<file path="src/rtl/uart_tx_fifo.sv">
`default_nettype none
// +--------------------------------------------------------------------------+
// | Module   : uart_tx_fifo                                                  |
// | Purpose  : Bus-written byte FIFO that drains into a UART transmitter,    |
// |            with a polled status word and a drain-complete interrupt.     |
// | Revision : 1.0                                                           |
// +--------------------------------------------------------------------------+
module uart_tx_fifo #(
    parameter int DEPTH      = 16,
    parameter int GAP_CYCLES = 2
) (
    input  logic        clk_i,
    input  logic        reset_i,
    input  logic        csb_i,
    input  logic        wen_i,
    input  logic [3:0]  wmask_i,
    input  logic [31:0] data_i,
    output logic [31:0] data_o,
    output logic        tx_dv_o,
    output logic [7:0]  tx_byte_o,
    input  logic        tx_active_i,
    output logic        irq_o
);

    localparam int AW = $clog2(DEPTH);
    localparam int GW = (GAP_CYCLES > 1) ? $clog2(GAP_CYCLES) : 1;

    localparam logic [AW:0]   FULL_COUNT = (AW + 1)'(DEPTH);
    localparam logic [AW:0]   CNT_ONE    = (AW + 1)'(1);
    localparam logic [AW-1:0] PTR_ONE    = AW'(1);
    localparam logic [GW-1:0] GAP_LOAD   = GW'(GAP_CYCLES - 1);
    localparam logic [GW-1:0] GAP_ONE    = GW'(1);

    localparam logic [1:0] S_IDLE       = 2'd0;
    localparam logic [1:0] S_WAIT_START = 2'd1;
    localparam logic [1:0] S_WAIT_END   = 2'd2;
    localparam logic [1:0] S_GAP        = 2'd3;

    logic [7:0]    mem [DEPTH];
    logic [AW-1:0] wr_ptr;
    logic [AW-1:0] rd_ptr;
    logic [AW:0]   count;
    logic          overflow;
    logic [1:0]    state;
    logic [GW-1:0] gap_cnt;

    logic bus_wr;
    logic push_req;
    logic ctrl_wr;
    logic flush;
    logic clr_ovf;
    logic full;
    logic empty;
    logic push_ok;
    logic pop;
    logic busy;

    assign bus_wr   = !csb_i && !wen_i;
    assign push_req = bus_wr && wmask_i[0];
    assign ctrl_wr  = bus_wr && wmask_i[1];
    assign flush    = ctrl_wr && data_i[8];
    assign clr_ovf  = ctrl_wr && data_i[9];

    assign full  = (count == FULL_COUNT);
    assign empty = (count == '0);

    // Flush swallows a same-access push entirely, so it never reaches storage.
    assign push_ok = push_req && !full && !flush;
    assign pop     = (state == S_IDLE) && !empty;
    assign busy    = !empty || (state != S_IDLE);

    assign data_o = {20'h00000, busy, overflow, full, empty, 8'(count)};

    // Upper bus lanes carry nothing this block uses.
    logic unused_inputs;
    assign unused_inputs = ^{data_i[31:10], wmask_i[3:2]};

    always_ff @(posedge clk_i) begin
        if (push_ok) begin
            mem[wr_ptr] <= data_i[7:0];
        end
    end

    always_ff @(posedge clk_i or posedge reset_i) begin
        if (reset_i) begin
            wr_ptr   <= '0;
            rd_ptr   <= '0;
            count    <= '0;
            overflow <= 1'b0;
        end else begin
            if (flush) begin
                wr_ptr <= '0;
                rd_ptr <= '0;
                count  <= '0;
            end else begin
                if (push_ok) begin
                    wr_ptr <= wr_ptr + PTR_ONE;
                end
                if (pop) begin
                    rd_ptr <= rd_ptr + PTR_ONE;
                end
                case ({push_ok, pop})
                    2'b10:   count <= count + CNT_ONE;
                    2'b01:   count <= count - CNT_ONE;
                    default: count <= count;
                endcase
            end
            if (clr_ovf) begin
                overflow <= 1'b0;
            end
            if (push_req && full && !flush) begin
                overflow <= 1'b1;
            end
        end
    end

    always_ff @(posedge clk_i or posedge reset_i) begin
        if (reset_i) begin
            state     <= S_IDLE;
            gap_cnt   <= '0;
            tx_dv_o   <= 1'b0;
            tx_byte_o <= 8'h00;
            irq_o     <= 1'b0;
        end else begin
            tx_dv_o <= 1'b0;
            irq_o   <= 1'b0;
            case (state)
                S_IDLE: begin
                    if (!empty) begin
                        tx_byte_o <= mem[rd_ptr];
                        tx_dv_o   <= 1'b1;
                        state     <= S_WAIT_START;
                    end
                end
                S_WAIT_START: begin
                    if (tx_active_i) begin
                        state <= S_WAIT_END;
                    end
                end
                S_WAIT_END: begin
                    // Emptiness is judged before any push landing on this edge.
                    if (!tx_active_i) begin
                        gap_cnt <= GAP_LOAD;
                        irq_o   <= empty;
                        state   <= S_GAP;
                    end
                end
                S_GAP: begin
                    if (gap_cnt == '0) begin
                        state <= S_IDLE;
                    end else begin
                        gap_cnt <= gap_cnt - GAP_ONE;
                    end
                end
                default: state <= S_IDLE;
            endcase
        end
    end

endmodule
`default_nettype wire

</file>
<file path="config.mk">
export PLATFORM = sky130hd
export DESIGN_NAME = uart_tx_fifo
export DESIGN_NICKNAME = d
export VERILOG_FILES = /design/src/rtl/uart_tx_fifo.sv
export SDC_FILE = /design/constraint.sdc
export NUM_CORES = 1
export LEC_CHECK = 0
export BUFFER_PORTS_ARGS = -buffer_cell sky130_fd_sc_hd__buf_4
export CAP_MARGIN = 10
export CORE_MARGIN = 2
export CORE_UTILIZATION = 30
export DETAILED_ROUTE_END_ITERATION = 6
export GPL_TIMING_DRIVEN = 0
export PLACE_DENSITY = 0.52
export SLEW_MARGIN = 5
export SYNTH_ARGS = -nofsm -noshare
export SYNTH_HDL_FRONTEND = slang
export SYNTH_SLANG_ARGS = --single-unit
</file>
<file path="constraint.sdc">
create_clock -name clk_i -period 5.3 [get_ports clk_i]
set_clock_uncertainty 0.2 [all_clocks]
set_input_delay 1.59 -clock clk_i [delete_from_list [all_inputs] [get_ports clk_i]]
set_output_delay 1.59 -clock clk_i [all_outputs]
set_load 0.005 [all_outputs]
</file>
# After elaboration in Yosys (flattened, before gate mapping)
# Memory sizes are Yosys's and may differ from the RTL's. A register that Yosys moved wholly into a read port is not among the register bits.
# Index checks and enable logic that the tools add are counted.
[classes]
add_sub_neg = 5
n_eq_ne = 10
n_mux = 22
bitwise_logic = 1
n_reduce_logical = 27
[op_table]
columns = ["cell", "count"]
rows = [
  ["4-bit 2-to-1 mux", 4],
  ["1-bit logical AND", 10],
  ["1-bit 2-to-1 mux", 10],
  ["5-bit one-hot mux with 2 select lines", 1],
  ["2-bit nonzero test", 5],
  ["4-bit by 1-bit adder with 4-bit output (second input constant)", 2],
  ["2-bit 2-to-1 mux", 4],
  ["2-bit != test (second input constant)", 4],
  ["2-bit one-hot mux with 4 select lines", 1],
  ["2-bit == test (second input constant)", 3],
  ["5-bit by 1-bit adder with 5-bit output (second input constant)", 1],
  ["5-bit == test (second input constant)", 1],
  ["1-bit logical NOT", 5],
  ["5-bit logical NOT", 1],
  ["5-bit 2-to-1 mux", 1],
  ["5-bit by 1-bit subtractor with 5-bit output (second input constant)", 1],
  ["2-bit by 1-bit == test with 1-bit output (second input constant)", 2],
  ["2-bit AND reduction", 2],
  ["4-bit AND reduction", 1],
  ["3-bit nonzero test", 1],
  ["2-bit logical NOT", 1],
  ["1-bit one-hot mux with 2 select lines", 1],
  ["1-bit logical OR", 1],
  ["1-bit NOT", 1],
  ["1-bit subtractor (second input constant)", 1],
]
[totals]
ff_bits = 19
mem_bits_rw = 128
inputBits = 41
memories = 1
[mem_list]
columns = ["name", "depth", "word_bits", "read_ports", "rd_ports_with_merged_regs", "wr", "line", "source"]
rows = [
  ["mem", 16, 8, 1, 1, 1, "39", "logic [7:0] mem [DEPTH];"],
]

# Logic depth before layout (Yosys ltp)
[depth]
word_depth = 9
ltp_mapped = 12
ltp_nobuf = 11

# Least setup slack after synthesis
# Ideal clock, no wire load.
[synth_path]
path_type = "input to register"
startpoint = "input port csb_i"
endpoint = "register count[2]"
arrival_ns = 3.829
required_time_ns = 4.975
setup_slack_ns = 1.146
path_stages = 8
path_buffers = 0
path_cell_list = "or3b_2 nor3_1 nor2_1 xor2_1 ha_1 or4_1 a21oi_2 mux2_4"
[synth_via]
elab_chain_cells = 9
word_cells_on_any_way = 13
[synth_lines]
columns = ["element", "line", "source"]
rows = [
  ["from (decl)", "14", "input logic csb_i,"],
  ["1-bit logical NOT (*)", "58", "assign bus_wr = !csb_i && !wen_i;"],
  ["1-bit logical AND (*)", "58", ""],
  ["1-bit logical AND", "60", "assign ctrl_wr = bus_wr && wmask_i[1];"],
  ["1-bit logical AND", "61", "assign flush = ctrl_wr && data_i[8];"],
  ["1-bit logical NOT", "68", "assign push_ok = push_req && !full && !flush;"],
  ["1-bit logical AND", "68", ""],
  ["2-bit by 1-bit == test with 1-bit output / 2-bit == test (equally long branches)", "102", "case ({push_ok, pop})"],
  ["5-bit one-hot mux with 2 select lines", "102", ""],
  ["5-bit 2-to-1 mux", "91", "if (flush) begin"],
  ["to (signal assigned)", "103", "2'b10: count <= count + CNT_ONE;"],
  ["to (signal assigned)", "104", "2'b01: count <= count - CNT_ONE;"],
  ["to (signal assigned)", "105", "default: count <= count;"],
  ["to (decl)", "42", "logic [AW:0] count;"],
]
# Mark *: on every way between the ends. The rest lies on a longest branch, timed or not.
# A chain may end at the register's enable or synchronous reset.

# Worst setup path in the final report
[layout_path]
startpoint = "input port csb_i"
endpoint = "register count[4]"
# The elaborated chain is that of the path after synthesis.

==> metrics <==
Clock H-tree levels 4; Bufs and invs on worst path 1; commonest non-fill, non-tap cell in the layout sky130_fd_sc_hd__edfxtp_1; wire length of the first global-routing pass roughly 21 mm; post-CTS sizing 0; total congestion overflow 0; Clock Root Buffer sky130_fd_sc_hd__clkbuf_16; combinational group share of total power roughly 30%; # clock sinks 155; Critical Setup Path Class in -> reg; cell taking the most area after synthesis sky130_fd_sc_hd__edfxtp_1; Slowest-stage cell, CP sky130_fd_sc_hd__or3b_2; DR iter-0 viols around 250; Detail Placement HPWL 9.20 mm; Max Clock Freq 240 MHz; worst-path maximum fanout 5; Tightest Pin Transition 870 ps; synthesized area divided by synthesized cell count 17.3 µm²; CTS tree done; all-layer global routing usage 12.3%; die extent in y about 150 µm; Final TNS setup 0 ps; post-route fraction of the period consumed by the critical path 78.6%; total number of placement rows 54; share of synthesized area occupied by flip-flops and latches between 60% and 70%; static leakage 2.92 nW; cell-by-cell trace of the critical path buf_4 -> or3b_2 -> nor3_1 -> nor2_1 -> xor2_1 -> ha_1 -> or3_1 -> a21oi_1 -> nor3_1 -> o31a_1 -> o21ba_2; area delta synth->final 19.9%; number of optimization iterations in the first detailed-route pass 7; primary flip-flop cell chosen by synthesis mapping sky130_fd_sc_hd__edfxtp_1; unique cell type count in the Yosys netlist 52; max-cap viol count 0; setup repair bufs after CTS 0; number of cells after detailed placement approximately 720; hold violation count in the final report 0; total setup violations reported at the end of the flow 0; longest individual stage delay on the worst path between 500 and 600 ps; Post-CTS Hold Buffers 0; DRT Wirelength 13.8 mm; standard cell core area 21800 µm²; NumNets Final 514; switching component of the power around 0.0012 W; portion of synthesized cell area occupied by the leading cell type between 50% and 60%; Crit path top cell by count sky130_fd_sc_hd__nor3_1; ratio of cells with drive above 1 in the final layout 30.0%; post-route DRC violation count 0; clk_lat worst skew 420 ps; number of enable flip-flop cells after synthesis roughly 130; Net Sw Frac 30.3%; Filler Cell Count 2059; commonest cells after routing, fill and taps aside sky130_fd_sc_hd__edfxtp_1 (128), sky130_fd_sc_hd__buf_4 (62), sky130_fd_sc_hd__mux4_2 (32); Clk pin slew, worst setup/hold paths 60 ps; number of synthesized register bits 155; antenna violations before repair 0; I/O pin total 83; die width 153 µm; worst supply voltage drop on vdd 262 µV; maximum buffer depth of the clock tree 2; number of instances in the synthesized netlist 384; drt wl/cell 18.3 µm; via count of the first global-routing pass 3531; largest cells by area after synthesis sky130_fd_sc_hd__edfxtp_1 (58%), sky130_fd_sc_hd__mux4_2 (11%), sky130_fd_sc_hd__dfrtp_1 (10%); Antenna Diode Count 0; required arrival time at the worst endpoint ~5400 ps; kind of cell adding the most delay to the critical path simple AND/OR/NAND/NOR gates; share of async-settable or async-resettable flops after synthesis 17.4%; sort of element at the start of the critical path primary input; clock power share a little under a third; Worst Setup End Kind flop; max-slew headroom at the worst pin 42.0%; Mapped Area 6660 µm²; total clock buffers created by CTS 17; number of buffers inserted by port buffering 35; internal power consumption 0.00277 W; worst path arrival time 4280 ps; starting density of the core 30.5%; sequential fraction of design power about two fifths; final-report max-slew violation count 0; Yosys warning count 0; vias after detailed routing 3428; class of the tightest hold or removal check reg -> reg; outcome complete, no violations; RSZ-0062 raised after global routing false; final instance count without filler cells 754; total power density per cell area 498 nW/µm²; GPL Wtd Cong 0.749; largest net degree at the start of global routing 28; floorplan die area 23400 µm²; post-route minimum period 4160 ps; post-route antenna net violation count 0; via count normalized by instance count 4.55
==> synthesized netlist by cell type, types with 2 or more instances <==
library cell,number
sky130_fd_sc_hd__clkbuf_1,8
sky130_fd_sc_hd__o22ai_1,8
sky130_fd_sc_hd__nand3_1,2
sky130_fd_sc_hd__a21o_1,8
sky130_fd_sc_hd__ha_1,12
sky130_fd_sc_hd__nor4_1,2
sky130_fd_sc_hd__buf_4,27
sky130_fd_sc_hd__edfxtp_1,128
sky130_fd_sc_hd__nand4_1,2
sky130_fd_sc_hd__xnor2_1,3
sky130_fd_sc_hd__nand2_1,13
sky130_fd_sc_hd__a21oi_1,6
sky130_fd_sc_hd__nor2_1,14
sky130_fd_sc_hd__xor2_1,5
sky130_fd_sc_hd__buf_2,4
sky130_fd_sc_hd__mux4_2,32
sky130_fd_sc_hd__o21ai_0,4
sky130_fd_sc_hd__and3_1,4
sky130_fd_sc_hd__nor4b_1,2
sky130_fd_sc_hd__o21a_1,2
sky130_fd_sc_hd__and2_1,13
sky130_fd_sc_hd__inv_1,7
sky130_fd_sc_hd__dfrtp_1,27
sky130_fd_sc_hd__mux2i_1,19
sky130_fd_sc_hd__nor3_1,4
sky130_fd_sc_hd__buf_1,2
==> power by group through the flow <==
stage                     combinational (W)  clock (W)  sequential [W]
final                               0.00118    0.00126         0.00153
after global routing                0.00131    0.00134         0.00155
after CTS                           0.00121    0.00128         0.00153
after detailed placement            0.00120          0         0.00156
after global placement              0.00118          0         0.00156
after floorplan                    0.000848          0         0.00153
==> routing by layer <==
layer  track usage (%)  vias to the layer above  part of all wire [%]
li1                  -                     1593                     -
met1              17.3                     1745                    48
met2              18.9                       86                    47
met3              3.60                        4                   5.0
met4              3.09                        0                  0.55
met5                 0                        -                     0
==> cell families after synthesis <==
logic type,after synthesis,share of synthesized area [%]
flops,155,67.9
simple gates,67,5.68
mux,53,14.1
buf+inv,50,4.57
compound gates,37,4.02
fa+ha+maj,12,2.26
xor+xnor,9,1.47
other cells,1,0.0563
==> flip-flops by register name (all words and copies together), names as in the netlist <==
register   count
gap_cnt        1
tx_byte_o      8
rd_ptr         4
state          2
irq_o          1
tx_dv_o        1
wr_ptr         4
count          5
mem          128
overflow       1
==> area by class of cell <==
type	count	area [µm²]	area share, %
Clock buffer	18	429	5.38
Timing Repair Buffer	36	278	3.48
Tap cell	280	350	4.39
Clock inverter	14	184	2.30
Inverter	8	32.5	0.408
Multi-Input combinational cell	201	1920	24.0
Sequential cell	155	4520	56.6
Buffer	42	272	3.40
==> stage by stage <==
stage	hold slack [ps]	cell area, µm²	total power [W]	setup slack [ps]	utilization [%]
detailed placement	287	7350	0.00276	799	33.7
global route	314	7980	0.00420	1070	36.6
CTS	300	7970	0.00403	1250	36.5
floorplan	267	6740	0.00238	1150	-
finish	296	7980	0.00397	1140	36.6
global placement	288	7350	0.00274	849	33.7
==> worst paths after layout <==
path / start / to / slack [ps] / depth (start not counted)
hold reg to reg: overflow$_DFFE_PP0P_ / overflow$_DFFE_PP0P_ / 300 / 1
hold / removal: overflow$_DFFE_PP0P_ / overflow$_DFFE_PP0P_ / 300 / 1
max in group asynchronous: reset_i / rd_ptr[3]$_DFFE_PP0P_ / 3270 / 3
setup reg to reg: count[1]$_DFFE_PP0P_ / count[4]$_DFFE_PP0P_ / 1560 / 12
min in group asynchronous: reset_i / count[2]$_DFFE_PP0P_ / 1080 / 2
setup / recovery: csb_i / count[4]$_DFFE_PP0P_ / 1140 / 11
(Power assumes the default switching activity.)
